$ cat config.mk
export PLATFORM = sky130hd
export DESIGN_NAME = onehot_pulse_decoder
export DESIGN_NICKNAME = d
export VERILOG_FILES = /design/src/rtl/onehot_pulse_decoder.sv
export SDC_FILE = /design/constraint.sdc
export NUM_CORES = 1
export LEC_CHECK = 0
export CORE_UTILIZATION = 45
export CTS_CLUSTER_DIAMETER = 30
export DETAILED_ROUTE_END_ITERATION = 7
export PLACE_DENSITY = 0.67
export SYNTH_ARGS = -nofsm -noshare
export SYNTH_HDL_FRONTEND = slang
export SYNTH_SLANG_ARGS = --single-unit
$ cat constraint.sdc
create_clock -name clk -period 5.66 [get_ports clk]
set_input_delay 1.698 -clock clk [delete_from_list [all_inputs] [get_ports clk]]
set_output_delay 1.698 -clock clk [all_outputs]
set_load 0.02 [all_outputs]
$ cat src/rtl/onehot_pulse_decoder.sv
// Buffers 3-bit priority codes (plus a "none" flag) in a small FIFO and replays each
// one as an 8-bit one-hot pulse of PULSE_LEN cycles followed by GAP_LEN idle cycles.
module onehot_pulse_decoder #(
  parameter int PULSE_LEN = 4,
  parameter int GAP_LEN   = 1,
  parameter int DEPTH     = 4
) (
  input  logic                     clk,
  input  logic                     rst,
  input  logic                     in_valid,
  output logic                     in_ready,
  input  logic [2:0]               in_code,
  input  logic                     in_none,
  output logic [7:0]               out_onehot,
  output logic                     out_active,
  output logic [$clog2(DEPTH):0]   count
);

  localparam int AW = $clog2(DEPTH);
  localparam int CW = AW + 1;
  localparam logic [CW-1:0] FULL_C   = CW'(DEPTH);
  localparam logic [CW-1:0] ZERO_C   = CW'(0);
  localparam logic [CW-1:0] CNT_ONE  = CW'(1);
  localparam logic [AW-1:0] PTR_ONE  = AW'(1);
  localparam logic [3:0]    PULSE_M1 = 4'(PULSE_LEN - 1);
  localparam logic [3:0]    GAP_M1   = 4'((GAP_LEN > 0) ? (GAP_LEN - 1) : 0);

  typedef enum logic [1:0] {
    IDLE  = 2'd0,
    DRIVE = 2'd1,
    GAP   = 2'd2
  } state_t;

  function automatic logic [7:0] decode(input logic none, input logic [2:0] code);
    decode = none ? 8'h00 : (8'h01 << code);
  endfunction

  logic [3:0]    mem_r [DEPTH];
  logic [AW-1:0] wr_ptr_r;
  logic [AW-1:0] rd_ptr_r;
  logic [CW-1:0] count_r;
  state_t        state_r;
  state_t        state_s;
  logic [3:0]    cnt_r;
  logic [3:0]    cnt_s;
  logic [7:0]    pattern_s;
  logic          push_s;
  logic          pop_s;
  logic [3:0]    head_s;
  logic          has_data_s;

  // Full blocks writes even when a pop happens on the same edge.
  assign in_ready   = (count_r != FULL_C) && !rst;
  assign push_s     = in_valid && in_ready;
  assign head_s     = mem_r[rd_ptr_r];
  assign has_data_s = (count_r != ZERO_C);
  assign count      = count_r;

  // FIFO storage: entry written at the tail on every accepted transfer.
  always_ff @(posedge clk) begin
    if (push_s) begin
      mem_r[wr_ptr_r] <= {in_none, in_code};
    end
  end

  // FIFO pointers and occupancy.
  always_ff @(posedge clk or posedge rst) begin
    if (rst) begin
      wr_ptr_r <= {AW{1'b0}};
      rd_ptr_r <= {AW{1'b0}};
      count_r  <= ZERO_C;
    end else begin
      if (push_s) begin
        wr_ptr_r <= wr_ptr_r + PTR_ONE;
      end
      if (pop_s) begin
        rd_ptr_r <= rd_ptr_r + PTR_ONE;
      end
      case ({push_s, pop_s})
        2'b10:   count_r <= count_r + CNT_ONE;
        2'b01:   count_r <= count_r - CNT_ONE;
        default: count_r <= count_r;
      endcase
    end
  end

  // Pulse/gap sequencer: next state, counter, pattern and FIFO pop.
  always_comb begin
    state_s   = state_r;
    cnt_s     = cnt_r;
    pattern_s = out_onehot;
    pop_s     = 1'b0;
    case (state_r)
      IDLE: begin
        if (has_data_s) begin
          pop_s     = 1'b1;
          pattern_s = decode(head_s[3], head_s[2:0]);
          cnt_s     = PULSE_M1;
          state_s   = DRIVE;
        end else begin
          pattern_s = 8'h00;
          state_s   = IDLE;
        end
      end
      DRIVE: begin
        if (cnt_r != 4'd0) begin
          cnt_s = cnt_r - 4'd1;
        end else if (GAP_LEN != 0) begin
          pattern_s = 8'h00;
          cnt_s     = GAP_M1;
          state_s   = GAP;
        end else if (has_data_s) begin
          pop_s     = 1'b1;
          pattern_s = decode(head_s[3], head_s[2:0]);
          cnt_s     = PULSE_M1;
          state_s   = DRIVE;
        end else begin
          pattern_s = 8'h00;
          state_s   = IDLE;
        end
      end
      GAP: begin
        if (cnt_r != 4'd0) begin
          cnt_s = cnt_r - 4'd1;
        end else if (has_data_s) begin
          pop_s     = 1'b1;
          pattern_s = decode(head_s[3], head_s[2:0]);
          cnt_s     = PULSE_M1;
          state_s   = DRIVE;
        end else begin
          pattern_s = 8'h00;
          state_s   = IDLE;
        end
      end
      default: begin
        pattern_s = 8'h00;
        cnt_s     = 4'd0;
        state_s   = IDLE;
      end
    endcase
  end

  // Sequencer state and registered outputs; reset truncates any pulse immediately.
  always_ff @(posedge clk or posedge rst) begin
    if (rst) begin
      state_r    <= IDLE;
      cnt_r      <= 4'd0;
      out_onehot <= 8'h00;
      out_active <= 1'b0;
    end else begin
      state_r    <= state_s;
      cnt_r      <= cnt_s;
      out_onehot <= pattern_s;
      out_active <= (state_s == DRIVE);
    end
  end

endmodule

# After elaboration in Yosys (flattened, before gate mapping)
# Memories as Yosys holds them, arrays and structs flattened.
# Index checks and enable logic that the tools add are counted.
# word_totals
regBits,22
ramBits,16
in_bits,7
output_inout_bits,13
word_cells,49
mem_count,1
# classes
addsub,5
eq_ne,8
shift,1
mux,19
n_reduce_logical,8
# memory_table
name,words,word_bits,read_ports,rd_clocked_by_memory_dff,wr,line,source
mem_r,4,4,1,0,1,38,logic [3:0] mem_r [DEPTH];
# ops
cell,n
$mux 8,4
$pmux 8 s3,1
$mux 4,3
$pmux 4 s3,1
$shl 1x3->8 const A,1
$eq 2x1->1 const B,3
$pmux 2 s3,1
$pmux 3 s2,1
$mux 1,5
$add 2x1->2 const B,2
$eq 2x2->1 const B,2
$mux 2,2
$ne 2x2->1 const B,2
$reduce_bool 4->1,1
$sub 4x1->4 const B,1
$add 3x1->3 const B,1
$ne 3x3->1 const B,1
$reduce_bool 3->1,1
$sub 3x1->3 const B,1
$logic_and 1x1->1,2
$logic_not 2->1,1
$pmux 1 s2,1
$reduce_and 2->1,1
$reduce_bool 2->1,1
$logic_not 1->1,1

# Depth between registers and ports, before layout
# depth
word_depth,6
mapped_depth,10
mapped_depth_nobuf,10

# Least setup slack after synthesis
# No wires, ideal clock.
# synth_path
path_type,input port to output port
from,input rst
to,output in_ready
t_arrival_ns,2.187
required_time_ns,3.962
setup_slack_ns,1.775
path_stages,1
path_buffers,0
cell_sequence,a31oi_1
# synth_between
elab_chain_len,2
# synth_lines
item,line,source
from (decl),9,"input logic rst,"
$logic_not 1->1 (no line),--,
$logic_and 1x1->1,53,assign in_ready = (count_r != FULL_C) && !rst;
to (decl),11,"output logic in_ready,"
# No other way between the ends.

# Final worst setup path
# Ends and elaborated chain as after synthesis.

==> metrics.cfg <==
[run_status]
outcome=finished, final reports clean

[timing]
fin_crit_sh_pct=84.8
clock_skew_ns=0.00651
setup_violations=0
finalSetupTns_ns=0
hold_viol=0
rsz0062_at_grt=no
fin_crit_ns=4.80
slew_headroom_pct=44.1
worst_slew_pin_slew_ns=0.837
fmax_mhz=208
fin_hold_ws_ns=0.475
fin_ws_ns=0.861
slew_viol_final=0

[yosys]
synthTopCellsByArea=dfrtp_1 (33%), edfxtp_1 (29%), mux4_2 (5.4%), ha_1 (4.5%), inv_1 (2.9%)
synth_warnings=0
avgSynthCellArea_sq_um=13.7
synth_edf_count=16
synth_async_sr_flop_share_pct=57.9
synth_top_cell_by_area=dfrtp_1
netlist_area_sq_mm=0.00168
synthesis.nets=137
synthDistinctLibCells=30
syn_inst=123
synthTopCellsByCount=dfrtp_1 (22), edfxtp_1 (16), inv_1 (13)
synth_flop_cell=dfrtp_1
synth.most_common_cell=dfrtp_1
ys_seq_area_share_pct=61.4
ys_ff_latch=38
synth.top_cell.area_share_pct=32.8

[clock_network]
cts_hold_buf=0
cts_tree=built
clk_latency_ns=0.29
htree_num_levels=2
post_cts_resized=0
cts_buffers=5
clockBufferDepth=2
root_buffer=clkbuf_8
clkSinkCount=38
cts_setup_buffers=0
clk_pin_slew_ns=0.07

[global_route]
gr-total-overflow=0
grt_pass1_wl_um=4760
grt_pass1_vias=1029
antenna_found_initial=0
grtUsageTotal_pct=16.5
grt_max_degree=23

[critical_path]
cpPeakStageDelay_ns=0.68
path_class=in2out
required_ns=3.96
cp-end-kind=primary output
cp_max_fo=6
cp-start-kind=input pin
crit_chain=clkdlybuf4s50_1 > a31oi_1 > clkdlybuf4s50_1
cpMostUsedCell=clkdlybuf4s50_1
arrival_ns=3.10
cp_slowest_cell=clkdlybuf4s50_1

[power]
power.density_mw_per_mm2=526
cell_internal_pwr_mw=0.664
sw_frac_of_total_pct=37.2
pwr-share-seq_pct=41.9
combPwrFrac_pct=40.4
p_switching_mw=0.393
power.share.clock_pct=17.7
ir_drop_mv=0.293
power.leakage_nw=0.836

[detailed_routing]
drtIter0Drc=72
routedWlPerCell_um=13.7
viasPerCell=5.26
vias=1020
firstDrtPassIters=4
ant_nets=0
wl_um=2650
drc=0

[floorplanning]
die_h_um=63.1
start_util_pct=48.4
num_rows=21
core_sq_mm=0.00347
die_w_um=63.1
io_pins=20
dieArea_sq_mm=0.00398

[placement]
dp_cells=186
dp_hpwl_um=1920
place_ws_ns=0.858
port_buffers=19
place_congestion=0.774

[job]
cap_violations=0

[finish]
area_growth_pct=19.6
final_util_pct=57.9
nets=161
final.fill_count=300
fin_cells=194
antenna_cells=0
drive_gt1_share_pct=12.2

[hold_path]
hold_class=reg2reg

-- power groups by stage --
stage | combinational (mW) | sequential (mW) | clock [mW]
global route | 0.487 | 0.453 | 0.208
detailed placement | 0.430 | 0.449 | 0
floorplan | 0.298 | 0.450 | 0
finish | 0.427 | 0.443 | 0.187
CTS | 0.433 | 0.444 | 0.193
global placement | 0.416 | 0.444 | 0
-- logic make-up after synthesis --
group	share of synthesized area [%]
muxes	6.63
xor gates and xnor gates	3.65
AOI/OAI and AO/OA	9.08
buffers and inverters	3.50
adders and majority gates	5.66
and+or+nand+nor	10.1
DFF	61.4
-- sequential cells by signal, indices dropped and copies added, names as in the netlist --
register	count
cnt_r	4
wr_ptr_r	2
count	3
out_active	1
out_onehot	8
state_r	2
rd_ptr_r	2
mem_r	16
-- routing by layer --
metal	vias up	share of wire, %	GRT usage (%)
met5	-	0	0
met4	0	2.3	8.72
li1	487	-	-
met2	33	49	27.3
met3	6	7.2	6.52
met1	494	41	18.2
-- layout make-up --
| cell class | count | area (sq um) | area share, % |
|---|---|---|---|
| clock inverters | 1 | 5.00 | 0.249 |
| repair buffers | 19 | 190 | 9.46 |
| clock buffers | 7 | 86.3 | 4.30 |
| flip-flops and latches | 38 | 1030 | 51.3 |
| inverters | 13 | 48.8 | 2.43 |
| multi-input cells | 70 | 591 | 29.4 |
| well taps | 46 | 57.6 | 2.86 |
-- cell usage in the layout, fill, tap and decap left out --
master           instances
o22ai_1                  2
clkbuf_1                 1
a32o_2                   3
and3_1                   4
mux4_2                   4
clkinv_2                 1
mux2i_1                  1
nor3b_1                  2
a21oi_1                  4
xnor2_1                  4
and2_1                   1
inv_1                   13
ha_1                     6
or3_1                    2
a31oi_1                  1
o31ai_1                  4
nand2_1                  9
nor3b_4                  1
nand2b_1                 1
mux2_2                   1
fa_1                     1
edfxtp_1                16
a32o_1                   1
nor2_1                   5
nor3_1                   3
clkdlybuf4s50_1         19
xor2_1                   3
or3b_4                   1
a211oi_4                 1
o21ai_0                  4
clkbuf_8                 6
dfrtp_1                 22
nand3b_1                 1
-- critical path: cells and delay by family --
| family | cells | cell delay (ns) |
|---|---|---|
| compound gates | 1 | 0.31 |
| buf+inv | 2 | 1.10 |
-- path summary, 6_finish.rpt --
check                               from            end  slack, ns  cells after the start
max                                  rst       in_ready       0.86                      3
min                        out_onehot[5]  out_onehot[5]       0.48                      2
max reg2reg                     cnt_r[0]       count[2]       3.06                     10
min reg2reg                out_onehot[5]  out_onehot[5]       0.48                      2
max in group asynchronous            rst       cnt_r[2]       3.23                      2
min in group asynchronous            rst     state_r[0]       1.91                      2
-- per-stage QoR --
| stage | power, mW | area (sq um) |
|---|---|---|
| 2_1_floorplan | 0.748 | 1680 |
| 3_3_place_gp | 0.860 | 1920 |
| 3_5_place_dp | 0.879 | 1920 |
| 4_1_cts | 1.07 | 2010 |
| 5_1_grt | 1.15 | 2010 |
| 6_report | 1.06 | 2010 |
Note: power is estimated with default switching activity, not from simulation.
